<file path="src/rtl/button_ctrl_if.sv">
// Event handshake bundle between button_ctrl and its consumer.
// The master drives the event register and drop pulse; the slave returns ready.
interface button_ctrl_if;
    logic       ev_valid;
    logic       ev_ready;
    logic [2:0] ev_btn;
    logic [1:0] ev_kind;
    logic       ev_drop;

    modport master (output ev_valid, ev_btn, ev_kind, ev_drop, input ev_ready);
    modport slave  (input ev_valid, ev_btn, ev_kind, ev_drop, output ev_ready);
endinterface

</file>
<file path="src/rtl/button_ctrl.sv">
// Per-button short/long/repeat press classifier with one pending slot per button and a
// round-robin event output register. Define BUTTON_CTRL_REPEAT_EN to enable auto-repeat.
module button_fsm #(
    parameter int LONG_CNT   = 100,
    parameter int REPEAT_CNT = 25
) (
    input  logic       clk,
    input  logic       rst_n,
    input  logic       btn,
    output logic       ev,
    output logic [1:0] ev_kind
);
    typedef enum logic [1:0] {IDLE, PRESSED, HELD} state_t;

    localparam logic [1:0]  KIND_SHORT = 2'd0;
    localparam logic [1:0]  KIND_LONG  = 2'd1;
    localparam logic [15:0] LONG_LAST  = 16'(LONG_CNT - 1);
`ifdef BUTTON_CTRL_REPEAT_EN
    localparam logic [1:0]  KIND_REPEAT = 2'd2;
    localparam logic [15:0] REP_LAST    = 16'(REPEAT_CNT - 1);
`endif

    if (LONG_CNT < 2 || LONG_CNT > 65535 || REPEAT_CNT < 2 || REPEAT_CNT > 65535) begin : g_param_chk
        $error("button_fsm: LONG_CNT/REPEAT_CNT must be in 2..65535");
    end

    state_t      state, state_nx;
    logic [15:0] cnt, cnt_nx;
    logic        btn_q;

    // btn_q resets high so a button held through reset is not seen as a new press
    always_ff @(posedge clk) begin
        if (rst_n) begin
            state <= IDLE;
            cnt   <= '0;
            btn_q <= 1'b1;
        end else begin
            state <= state_nx;
            cnt   <= cnt_nx;
            btn_q <= btn;
        end
    end

    always_comb begin
        state_nx = state;
        cnt_nx   = cnt;
        ev       = 1'b0;
        ev_kind  = KIND_SHORT;
        case (state)
            IDLE: begin
                if (btn && !btn_q) begin
                    state_nx = PRESSED;
                    cnt_nx   = '0;
                end
            end
            PRESSED: begin
                if (!btn) begin
                    ev       = 1'b1;
                    ev_kind  = KIND_SHORT;
                    state_nx = IDLE;
                end else if (cnt == LONG_LAST) begin
                    ev       = 1'b1;
                    ev_kind  = KIND_LONG;
                    state_nx = HELD;
                    cnt_nx   = '0;
                end else begin
                    cnt_nx = cnt + 16'd1;
                end
            end
            HELD: begin
                if (!btn) begin
                    state_nx = IDLE;
                    cnt_nx   = '0;
                end else begin
`ifdef BUTTON_CTRL_REPEAT_EN
                    if (cnt == REP_LAST) begin
                        ev      = 1'b1;
                        ev_kind = KIND_REPEAT;
                        cnt_nx  = '0;
                    end else begin
                        cnt_nx = cnt + 16'd1;
                    end
`else
                    cnt_nx = '0;
`endif
                end
            end
            default: state_nx = IDLE;
        endcase
    end
endmodule

module button_ctrl #(
    parameter int N_BTN      = 4,
    parameter int LONG_CNT   = 100,
    parameter int REPEAT_CNT = 25
) (
    input  logic             clk,
    input  logic             rst_n,
    input  logic [N_BTN-1:0] btn_db,
    button_ctrl_if.master    ev
);
    localparam int IW = $clog2(N_BTN);

    typedef struct packed {
        logic       vld;
        logic [1:0] kind;
    } slot_t;

    logic [N_BTN-1:0]       raise;
    logic [N_BTN-1:0][1:0]  raise_kind;
    slot_t [N_BTN-1:0]      slot;
    logic [N_BTN-1:0]       pend;
    logic [IW-1:0]          rr_ptr;
    logic [IW-1:0]          gnt_idx;
    logic [IW:0]            rr_idx;
    logic                   gnt_any;
    logic                   load;

    for (genvar i = 0; i < N_BTN; i++) begin : g_btn
        button_fsm #(.LONG_CNT(LONG_CNT), .REPEAT_CNT(REPEAT_CNT)) u_fsm (
            .clk     (clk),
            .rst_n   (rst_n),
            .btn     (btn_db[i]),
            .ev      (raise[i]),
            .ev_kind (raise_kind[i])
        );
        assign pend[i] = slot[i].vld;
    end

    assign load = !ev.ev_valid || ev.ev_ready;

    // first pending slot scanning upward from rr_ptr, wrapping at N_BTN
    always_comb begin
        gnt_any = 1'b0;
        gnt_idx = '0;
        rr_idx  = '0;
        for (int k = 0; k < N_BTN; k++) begin
            rr_idx = {1'b0, rr_ptr} + (IW+1)'(k);
            if (rr_idx >= (IW+1)'(N_BTN))
                rr_idx = rr_idx - (IW+1)'(N_BTN);
            if (!gnt_any && pend[rr_idx[IW-1:0]]) begin
                gnt_any = 1'b1;
                gnt_idx = rr_idx[IW-1:0];
            end
        end
    end

    // grant reads the pre-edge slot, so a slot can't be set and granted on one edge
    always_ff @(posedge clk) begin
        if (rst_n) begin
            slot        <= '0;
            rr_ptr      <= '0;
            ev.ev_valid <= 1'b0;
            ev.ev_btn   <= '0;
            ev.ev_kind  <= '0;
            ev.ev_drop  <= 1'b0;
        end else begin
            for (int i = 0; i < N_BTN; i++) begin
                if (load && gnt_any && gnt_idx == IW'(i))
                    slot[i].vld <= 1'b0;
                else if (raise[i] && !slot[i].vld)
                    slot[i] <= '{vld: 1'b1, kind: raise_kind[i]};
            end
            ev.ev_drop <= |(raise & pend);
            if (load) begin
                ev.ev_valid <= gnt_any;
                if (gnt_any) begin
                    ev.ev_btn  <= 3'(gnt_idx);
                    ev.ev_kind <= slot[gnt_idx].kind;
                    rr_ptr     <= (gnt_idx == IW'(N_BTN - 1)) ? '0 : gnt_idx + IW'(1);
                end
            end
        end
    end
endmodule

</file>
<file path="src/flat_wrapper.sv">
// flat-port wrapper written by rule: the top's interface ports become plain ports
module button_ctrl_flat 
#(
    parameter int N_BTN      = 4,
    parameter int LONG_CNT   = 100,
    parameter int REPEAT_CNT = 25
)
  (clk, rst_n, btn_db, ev_ev_valid, ev_ev_btn, ev_ev_kind, ev_ev_drop, ev_ev_ready);
  button_ctrl_if ev_i ();
  input  logic clk;
  input  logic rst_n;
  input  logic [N_BTN-1:0] btn_db;
  output wire logic [$bits(ev_i.ev_valid)-1:0] ev_ev_valid;
  output wire logic [$bits(ev_i.ev_btn)-1:0] ev_ev_btn;
  output wire logic [$bits(ev_i.ev_kind)-1:0] ev_ev_kind;
  output wire logic [$bits(ev_i.ev_drop)-1:0] ev_ev_drop;
  input wire logic [$bits(ev_i.ev_ready)-1:0] ev_ev_ready;
  assign ev_ev_valid = ev_i.ev_valid;
  assign ev_ev_btn = ev_i.ev_btn;
  assign ev_ev_kind = ev_i.ev_kind;
  assign ev_ev_drop = ev_i.ev_drop;
  assign ev_i.ev_ready = ev_ev_ready;
  button_ctrl #(.N_BTN(N_BTN), .LONG_CNT(LONG_CNT), .REPEAT_CNT(REPEAT_CNT)) u_core (.clk(clk), .rst_n(rst_n), .btn_db(btn_db), .ev(ev_i));
endmodule
</file>
<file path="config.mk">
export PLATFORM = sky130hd
export DESIGN_NAME = button_ctrl_flat
export DESIGN_NICKNAME = d
export VERILOG_FILES = /design/src/rtl/button_ctrl_if.sv /design/src/rtl/button_ctrl.sv /design/src/flat_wrapper.sv
export SDC_FILE = /design/constraint.sdc
export NUM_CORES = 1
export LEC_CHECK = 0
export CORE_AREA = 2 2 103 105
export CTS_BUF_LIST = sky130_fd_sc_hd__clkbuf_2 sky130_fd_sc_hd__clkbuf_4 sky130_fd_sc_hd__clkbuf_8
export CTS_CLUSTER_SIZE = 12
export DETAILED_ROUTE_END_ITERATION = 10
export DIE_AREA = 0 0 105 107
export HOLD_SLACK_MARGIN = 0.08
export PLACE_DENSITY_LB_ADDON = 0.12
export SETUP_SLACK_MARGIN = 0.02
export SLEW_MARGIN = 25
export SYNTH_ARGS = -nofsm -noshare
export SYNTH_HDL_FRONTEND = slang
export SYNTH_SLANG_ARGS = --single-unit
</file>
<file path="constraint.sdc">
create_clock -name clk -period 5.4 [get_ports clk]
set_input_delay 0.81 -clock clk [delete_from_list [all_inputs] [get_ports clk]]
set_output_delay 0.81 -clock clk [all_outputs]
set_load 0.03 [all_outputs]
</file>
# == Word-level counts from Yosys, hierarchy flattened ==
# Index checks and enable logic that the tools add are counted.
# totals
inputBits,7
wordCells,221
reg_bits,96
# op_classes
n_reduce_logical,56
n_bitwise,5
add_sub_neg,12
eq_ne,31
mux,83
magnitude_cmp,9
# ops
cell,n
$mux 16,12
$pmux 16 s3,4
$add 16x1->16 const B,4
$eq 16x7->1 const B,4
$mux 2,26
$mux 1,32
$ne 2x2->1 const B,12
$pmux 2 s3,4
$reduce_and 3->1,8
$logic_and 1x1->1,16
$lt 2x3->1 const B,5
$eq 2x2->1 const B,6
$logic_not 1->1,12
$ne 3x3->1 const B,4
$reduce_bool 3->1,4
$eq 2x1->1 const B,5
$logic_not 2->1,5
$reduce_and 2->1,5
$ge 3x3->1 const B,3
$bmux 1 s2,4
$reduce_or 2->1,4
$sub 2x1->2 const B,4
$add 2x2->3 const B,2
$bmux 3 s2,1
other kinds (7),10

# == Logic depth before layout (Yosys ltp) ==
# Gate-level depths: netlist of the first run.
# logic_depth
ltp_word,18
ltp_mapped,9
ltp_nobuf,6

# == By module ==
# A second synthesis of the first run with hierarchy kept.
# hier_totals
cells_unflattened,624
hier_area_um2,5505.3
# by_module_without_submodules
mod,area_per_inst_um2,cells_each,n_inst
button_fsm,1124.8,128,4
button_ctrl,1006.0,112,1

# == Worst setup path before layout of the first run ==
# No wires, ideal clock.
# synth_path
path_kind,input to register
startpoint,input btn_db[0]
endpoint,register u_core.g_btn[0].u_fsm.cnt[13]
t_arrival_ns,1.981
path_stages,6
setup_slack_ns,3.304
cell_sequence,nand2b_1 -> o21a_1 -> buf_2 -> nor4_2 -> a31oi_1 -> a2111oi_0
# synth_between
elab_chain_cells,3
elab_cells_between_ends,4
cone_classes,eq/ne: 2; reduce/logical: 2
# synth_lines
item,line_no,text
start: declaration,flat_wrapper.sv:12,input logic [N_BTN-1:0] btn_db;
$logic_and 1x1->1,button_ctrl.sv:51,if (btn && !btn_q) begin
$ne 2x2->1 (no line),n/a,
$reduce_and 3->1 (no line) *,n/a,
end signal: assignment,button_ctrl.sv:39,cnt <= cnt_nx;
end: declaration,button_ctrl.sv:28,"logic [15:0] cnt, cnt_nx;"
# Mark *: on every way between the ends. The rest lies on a longest branch, timed or not.
# A chain may end at the register's enable or synchronous reset.

# == Worst setup path in the final report of the first run ==
# layout_path
startpoint,input btn_db[1]
endpoint,register u_core.g_btn[1].u_fsm.cnt[0]
# layout_between
elab_chain_cells,3
elab_cells_between_ends,4
cone_classes,eq/ne: 2; reduce/logical: 2
# layout_lines
item,line_no
$logic_and 1x1->1,button_ctrl.sv:51
$ne 2x2->1 (no line),n/a
$reduce_and 3->1 (no line) *,n/a
end signal: assignment,button_ctrl.sv:39
end: declaration,button_ctrl.sv:28
# Marks and branches as above.

==> results of run 1 <==
[cells in the mapped netlist, types with 4 or more instances]
master	n
mux2i_1	4
xor2_1	24
nor2_2	10
nor2b_1	7
nand2b_1	22
dfxtp_1	91
nand3b_1	7
nor2_1	64
clkbuf_1	16
nor4b_1	5
xnor2_1	21
nand2_1	27
nor3_1	17
ha_1	4
and4_1	6
a2111oi_0	4
a21oi_1	26
nand4_1	18
and3_1	10
a31oi_1	7
a211oi_1	8
nor3b_1	4
nor4_1	11
inv_1	10
nand3_1	24
o21ai_0	7
or2_2	5
[metrics by stage]
step / instance area (sq um) / hold WS [ns] / cells / util [%]
finish: 4940 / 0.464 / 668 / 49.0
global route: 4940 / 0.508 / 668 / 49.0
CTS: 4930 / 0.473 / 668 / 48.9
detailed placement: 4720 / 0.459 / 652 / 46.8
global placement: 4720 / 0.459 / 652 / 46.8
floorplan: 4550 / 0.441 / 527 / -
[worst max-delay path, cell delays in order]
cell	delay [ns]
clkdlybuf4s50_1	0.51
inv_1	0.09
o31a_1	0.47
o21bai_1	0.80
nor2_1	0.11
[cell families after synthesis]
logic type	count (synthesis)
simple gates	259
flops	91
compound gates	89
xor+xnor	45
buf+inv	33
fa+ha+maj	4
mux	4
other cells	1
[final timing paths]
| check | startpoint | to | slack [ns] |
|---|---|---|---|
| worst max-delay path | btn_db[1] | u_core.g_btn[1].u_fsm.cnt[0]$_SDFFE_PP0P_ | 2.83 |
| worst min-delay path | u_core.ev.ev_btn[1]$_SDFFE_PP0P_ | u_core.ev.ev_btn[1]$_SDFFE_PP0P_ | 0.46 |
| worst max register to register | u_core.g_btn[3].u_fsm.cnt[0]$_SDFFE_PP0P_ | u_core.g_btn[3].u_fsm.cnt[13]$_SDFFE_PP0P_ | 3.20 |
| worst min register to register | u_core.ev.ev_btn[1]$_SDFFE_PP0P_ | u_core.ev.ev_btn[1]$_SDFFE_PP0P_ | 0.46 |
[area by class of cell]
type / count / area [sq um] / area share, %
clock inverter: 5 / 77.6 / 1.57
inverter: 10 / 37.5 / 0.759
timing repair buffer: 12 / 118 / 2.38
clock buffer: 11 / 139 / 2.81
tap: 136 / 170 / 3.44
sequential: 91 / 1820 / 36.9
multi-input combinational: 403 / 2580 / 52.2
[power by group through the flow]
stage                     Combinational (W)  Sequential [W]  Clock [W]
after global routing              0.0000876        0.000689   0.000552
final                             0.0000775        0.000687   0.000506
after global placement            0.0000770        0.000703          0
after CTS                         0.0000781        0.000687   0.000526
after detailed placement          0.0000776        0.000703          0
after floorplan                   0.0000620        0.000702          0
[routing by layer]
layer,wire length (um),vias to the layer above,part of all wire [%]
met5,0,-,0
met4,95,0,1.1
met3,264,7,3.0
met2,4320,27,48
met1,4270,1721,48
li1,-,1900,-
[state kept, by name, indices dropped and copies added, names as in the netlist, 2 cells and up]
signal and cells:
u_core.rr_ptr 2, u_core.pend 4, u_core.g_btn.u_fsm.btn_q 4, u_core.g_btn.u_fsm.cnt 64
u_core.ev.ev_btn 2, u_core.g_btn.u_fsm.state 8, u_core.slot 4
==> summary.md, run 1 <==
| Metric | Value |
|---|---|
| Site Rows | 37 |
| Mapped Avg Cell Area | 8.64 sq um |
| Area contributors post-synth | dfxtp_1 40%, nor2_1 5.3%, xor2_1 4.6%, xnor2_1 4.0%, nand2b_1 3.0% |
| GRT Max-Usage Layer | met2 |
| CP Max Fanout | 15 |
| Routed wire length | 8.95 mm |
| Register area share after synthesis | between 40% and 50% |
| Number of synthesized flops with an enable pin | 0 |
| CP startpoint kind | input pin |
| Clock Path Buffers | 2 |
| DRT iter0 DRCs | about 140 |
| Syn-to-layout area delta | 8.72% |
| CTS Sinks | 91 |
| R2r worst-path depth | 6 |
| GR Overflow Total | 0 |
| Syn Inst Count | 526 |
| Slew HR | roughly two fifths |
| Share of cells above drive strength 1 | 9.21% |
| Hold_buf cts | 0 |
| Period Utilization, post-route | 47.6% |
| CP arrival | 2.79 ns |
| Slew Limit Fails | 0 |
| # nets final | 538 |
| Commonest non-fill, non-tap cell in the layout | dfxtp_1 |
| Yosys top cell area share | 40.1% |
| Yosys top cell by area | dfxtp_1 |
| Mux contribution to synthesized area | 0.881% |
| RSZ-0062 raised after global routing | no |
| Worst min path class | flip-flop to flip-flop |
| Final worst setup slack | 2.83 ns |
| Yosys warns | 0 |
| Clock-pin slew on the worst setup and hold paths | about 0.090 ns |
| Setup TNS | 0 ns |
| Final Critical Period | 2.57 ns |
| Xor and xnor area share after synthesis | 8.67% |
| Critical path class | input pin to flip-flop |
| Starting Density | 45.1% |
| Post-Synth Adder-Cell Area | about 1.1% |
| First-pass GRT wire length | 16.0 mm |
| Post-Synth Simple-Gate Area | about a third |
| Status | finished clean |
| Switching portion of total power | 23.2% |
| Area fraction in compound gates after synthesis | between 10% and 20% |
| Diode count | 0 |
| Vias in the first global route | ~3,600 |
| GRT met2 Usage | 29.7% |
| Leak | 1.62 nW |
| GR Util met3 | 5.47% |
| Post-CTS sizing | 0 |
| Die area | 11,200 sq um |
| Largest net degree at the start of global routing | 22 |
| HPWL Detailed | roughly 6.3 mm |
| Final setup fails | 0 |
| Worst Tran Pin Value | 0.916 ns |
| Clk_skew | between 0.007 and 0.008 ns |
| Sequential Power Share | a little over half |
| FFs w/ async S/R, synth | 0% |
| Die Ht | 107 um |
| DP Worst Slack | between 2 and 2.5 ns |
| Switch Pwr | 0.000295 W |
| Power per cell area | ~260 nW/um^2 |
| Fmax | between 0.3 and 0.4 GHz |
| Drt pass-1 iters | 4 |
| Main combinational cell family by area after synthesis | simple AND/OR/NAND/NOR gates |
| Worst-Skew Late Latency | 0.37 ns |
| Crit. End Element | flip-flop |
| Buffers inserted by post-CTS timing repair | 0 |
| Met1 Use GR | 21.2% |
| Root Buffer | clkbuf_8 |
| Internal power | 0.000976 W |
| WL/cell | 13.4 um |
| Hold depth | 2 |
| Initial antenna violation count | 0 |
| Total CTS buffers | 9 |
| Post-synthesis cell area | 4550 sq um |
| #FFs+latches synth | 91 |
| H-Tree Depth | 3 |
| All-Layer GR Usage | roughly 17% |
| Post-DRT Antenna Nets | 0 |
| WP data required | 5.62 ns |
| # IOs | 14 |
| VDD IR-drop max | 0.165 mV |
| Prevailing post-synth register cell | dfxtp_1 |
| GP Congestion | about 0.8 |
| Tot Pwr | 0.00127 W |
| Max Cap Violations | 0 |
| Residual DRC | 0 |
| Final Hold Vio Count | 0 |
| Via density per instance | 5.47 |
| TritonCTS clock tree | done |
| # fillers | 1,013 |
| Most frequent cells in the layout | 91 x dfxtp_1, 64 x nor2_1, 27 x nand2_1, 26 x a21oi_1 |
| CORE AREA | 10,100 sq um |
| Yosys cell types | 74 |
| Comb pwr share | 6.1% |
| Vias | 3,655 |
| I/O Buffers | 11 |
| DIE WIDTH | 105 um |
| Clk pwr share | 39.8% |
(Power assumes the default switching activity.)
==> run 2: changes to the inputs <==
==> constraint.sdc (replaced) <==
create_clock -name clk -period 2.4 [get_ports clk]
set_input_delay 0.36 -clock clk [delete_from_list [all_inputs] [get_ports clk]]
set_output_delay 0.36 -clock clk [all_outputs]
set_load 0.03 [all_outputs]
==> run 2 against run 1 <==
Non-clock buffer count up 9. Critical path depth up 1. Via count up 0.93%. Sequential power up 130%. Combinational power up 140%. Largest cell class unchanged. Die area unchanged.
==> summary.md, run 2 (synthesized netlist as in run 1, its figures left out) <==
| Metric | Value |
|---|---|
| Total CTS buffers | 9 (unchanged) |
| RSZ-0062 raised after global routing | no (unchanged) |
| Crit. End Element | flip-flop (unchanged) |
| Critical path class | flip-flop to flip-flop (was input pin to flip-flop) |
| Post-CTS sizing | 0 (unchanged) |
| Largest net degree at the start of global routing | 23 (was 22) |
| Hold_buf cts | 0 (unchanged) |
| Biggest register | u_core.g_btn.u_fsm.cnt (unchanged) |
| Clock Path Buffers | 2 (unchanged) |
| CTS Sinks | 91 (unchanged) |
| Buffers inserted by post-CTS timing repair | 0 (unchanged) |
| Starting Density | 45.1% (unchanged) |
| CP Max Fanout | 6 (was 15) |
| All-Layer GR Usage | 17.4% (about the same) |
| Final Hold Vio Count | 0 (unchanged) |
| Clk_skew | 0.0100 ns (was 0.00790 ns) |
| Root Buffer | clkbuf_8 (unchanged) |
| CP startpoint kind | flip-flop (was input pin) |
| Die Ht | 107 um (unchanged) |
| Max Cap Violations | 0 (unchanged) |
| Share of cells above drive strength 1 | 10.7% (was 9.21%) |
| Worst-Skew Late Latency | 0.37 ns (about the same) |
| Worst Tran Pin Value | 0.611 ns (was 0.916 ns) |
| Slew Limit Fails | 0 (unchanged) |
| TritonCTS clock tree | done (unchanged) |
| # nets final | 547 (was 538) |
| Syn-to-layout area delta | 10.2% (was 8.72%) |
| Post-route cell area | 5010 sq um (was 4940 sq um) |
| Largest register FFs | 64 (unchanged) |
| Vias | 3,689 (was 3,655) |
| Min Hold Slack | 0.466 ns (was 0.464 ns) |
| DIE WIDTH | 105 um (unchanged) |
| Slew HR | 59.0% (was 38.8%) |
| Site Rows | 37 (unchanged) |
| HPWL Detailed | 6.34 mm (was 6.31 mm) |
| Clock-pin slew on the worst setup and hold paths | 0.09 ns (about the same) |
| Status | finished clean (unchanged) |
| # IOs | 14 (unchanged) |
| VDD IR-drop max | 0.295 mV (was 0.165 mV) |
| WL/cell | 13.3 um (was 13.4 um) |
| Biggest regs | u_core.g_btn.u_fsm.cnt: 64 flops, u_core.g_btn.u_fsm.state: 8 flops (unchanged) |
| Final setup fails | 0 (unchanged) |
| Setup TNS | 0 ns (unchanged) |
| Final Critical Period | 2.11 ns |
| Post-DRT Antenna Nets | 0 (unchanged) |
| CORE AREA | 10,100 sq um (unchanged) |
| Die area | 11,200 sq um (unchanged) |
| I/O Buffers | 11 (unchanged) |
| Drt pass-1 iters | 5 (was 4) |
| DRT iter0 DRCs | 109 (was 136) |
| Period Utilization, post-route | 88.1% |
| DP Area | 4790 sq um (was 4720 sq um) |
| CP arrival | 2.36 ns (was 2.79 ns) |
| WP data required | 2.65 ns (was 5.62 ns) |
| Fmax | 0.473 GHz |
| Via density per instance | 5.45 (was 5.47) |
| Vias in the first global route | 3,506 (was 3,590) |
| H-Tree Depth | 3 (unchanged) |
| Diode count | 0 (unchanged) |
| GR Overflow Total | 0 (unchanged) |
| GP Congestion | 0.832 (was 0.813) |
| Power per cell area | 578 nW/um^2 (was 257 nW/um^2) |
| Residual DRC | 0 (unchanged) |
| Commonest non-fill, non-tap cell in the layout | dfxtp_1 (unchanged) |
| Initial antenna violation count | 0 (unchanged) |
| Worst min path class | flip-flop to flip-flop (unchanged) |
| Most frequent cells in the layout | 91 x dfxtp_1, 64 x nor2_1, 27 x nand2_1, 26 x a21oi_1 (unchanged) |
| Routed wire length | 9.02 mm (was 8.95 mm) |
| Leak | 1.66 nW (was 1.62 nW) |
| First-pass GRT wire length | 16.0 mm (about the same) |
run 2: cell count changes in the layout (fill, tap and decap cells not counted):
| cell | before | now |
|---|---|---|
| buf_4 | 1 | 10 |
| o31ai_4 | 1 | 0 |
| clkinv_2 | 2 | 1 |
| clkbuf_4 | 2 | 0 |
| o31ai_2 | 0 | 1 |
| clkinv_4 | 0 | 1 |
| clkinvlp_4 | 1 | 2 |
| clkbuf_8 | 9 | 10 |
run 2: path summary, 6_finish.rpt:
path	from	end	slack (ns)	cells past startpoint
setup reg to reg	u_core.g_btn[3].u_fsm.cnt[0]$_SDFFE_PP0P_	u_core.g_btn[3].u_fsm.cnt[11]$_SDFFE_PP0P_	0.29	6
hold / removal	u_core.ev.ev_btn[1]$_SDFFE_PP0P_	u_core.ev.ev_btn[1]$_SDFFE_PP0P_	0.47	2
setup / recovery	u_core.g_btn[3].u_fsm.cnt[0]$_SDFFE_PP0P_	u_core.g_btn[3].u_fsm.cnt[11]$_SDFFE_PP0P_	0.29	6
hold reg to reg	u_core.ev.ev_btn[1]$_SDFFE_PP0P_	u_core.ev.ev_btn[1]$_SDFFE_PP0P_	0.47	2
run 2: cell type report:
type / instances / area, sq um
inverters: 10 / 37.5
clock inverters: 6 / 88.8
multi-input cells: 403 / 2570
well taps: 136 / 170
clock buffers: 10 / 138
repair buffers: 21 / 185
flip-flops and latches: 91 / 1820
fillers: 998 / 5080
run 2: stage by stage:
step | power, W | setup slack (ns) | utilization, % | std cells
2_1_floorplan | 0.00172 | 0.471 | - | 527
3_3_place_gp | 0.00177 | 0.262 | 47.4 | 661
3_5_place_dp | 0.00177 | 0.188 | 47.4 | 661
4_1_cts | 0.00295 | 0.285 | 49.7 | 677
5_1_grt | 0.00302 | 0.0552 | 49.7 | 677
6_report | 0.00290 | 0.287 | 49.7 | 677
run 2: worst max-delay path, stage by stage (launching register included):
cell and delay (ns):
dfxtp_1 0.40, ha_1 0.22, or4b_1 0.52, o41ai_4 0.40
nor2_1 0.08, o41ai_1 0.27, a21oi_1 0.11
run 2: where the power goes:
part	switching (W)	total (W)	internal, W
Combinational	0.000116	0.000186	0.0000697
Clock	0.000553	0.00117	0.000615
Sequential	0.0000178	0.00155	0.00153
Total	0.000687	0.00290	0.00221
run 2: per-layer routing:
metal  up-vias  global-route usage (%)  wire length, um  share of wire (%)
li1       1915                       -                -                  -
met1      1721                    21.3             4370                 48
met2        44                    29.5             4280                 47
met3         9                    4.26              238                2.6
met4         0                    6.76              136                1.5
met5         -                       0                0                  0
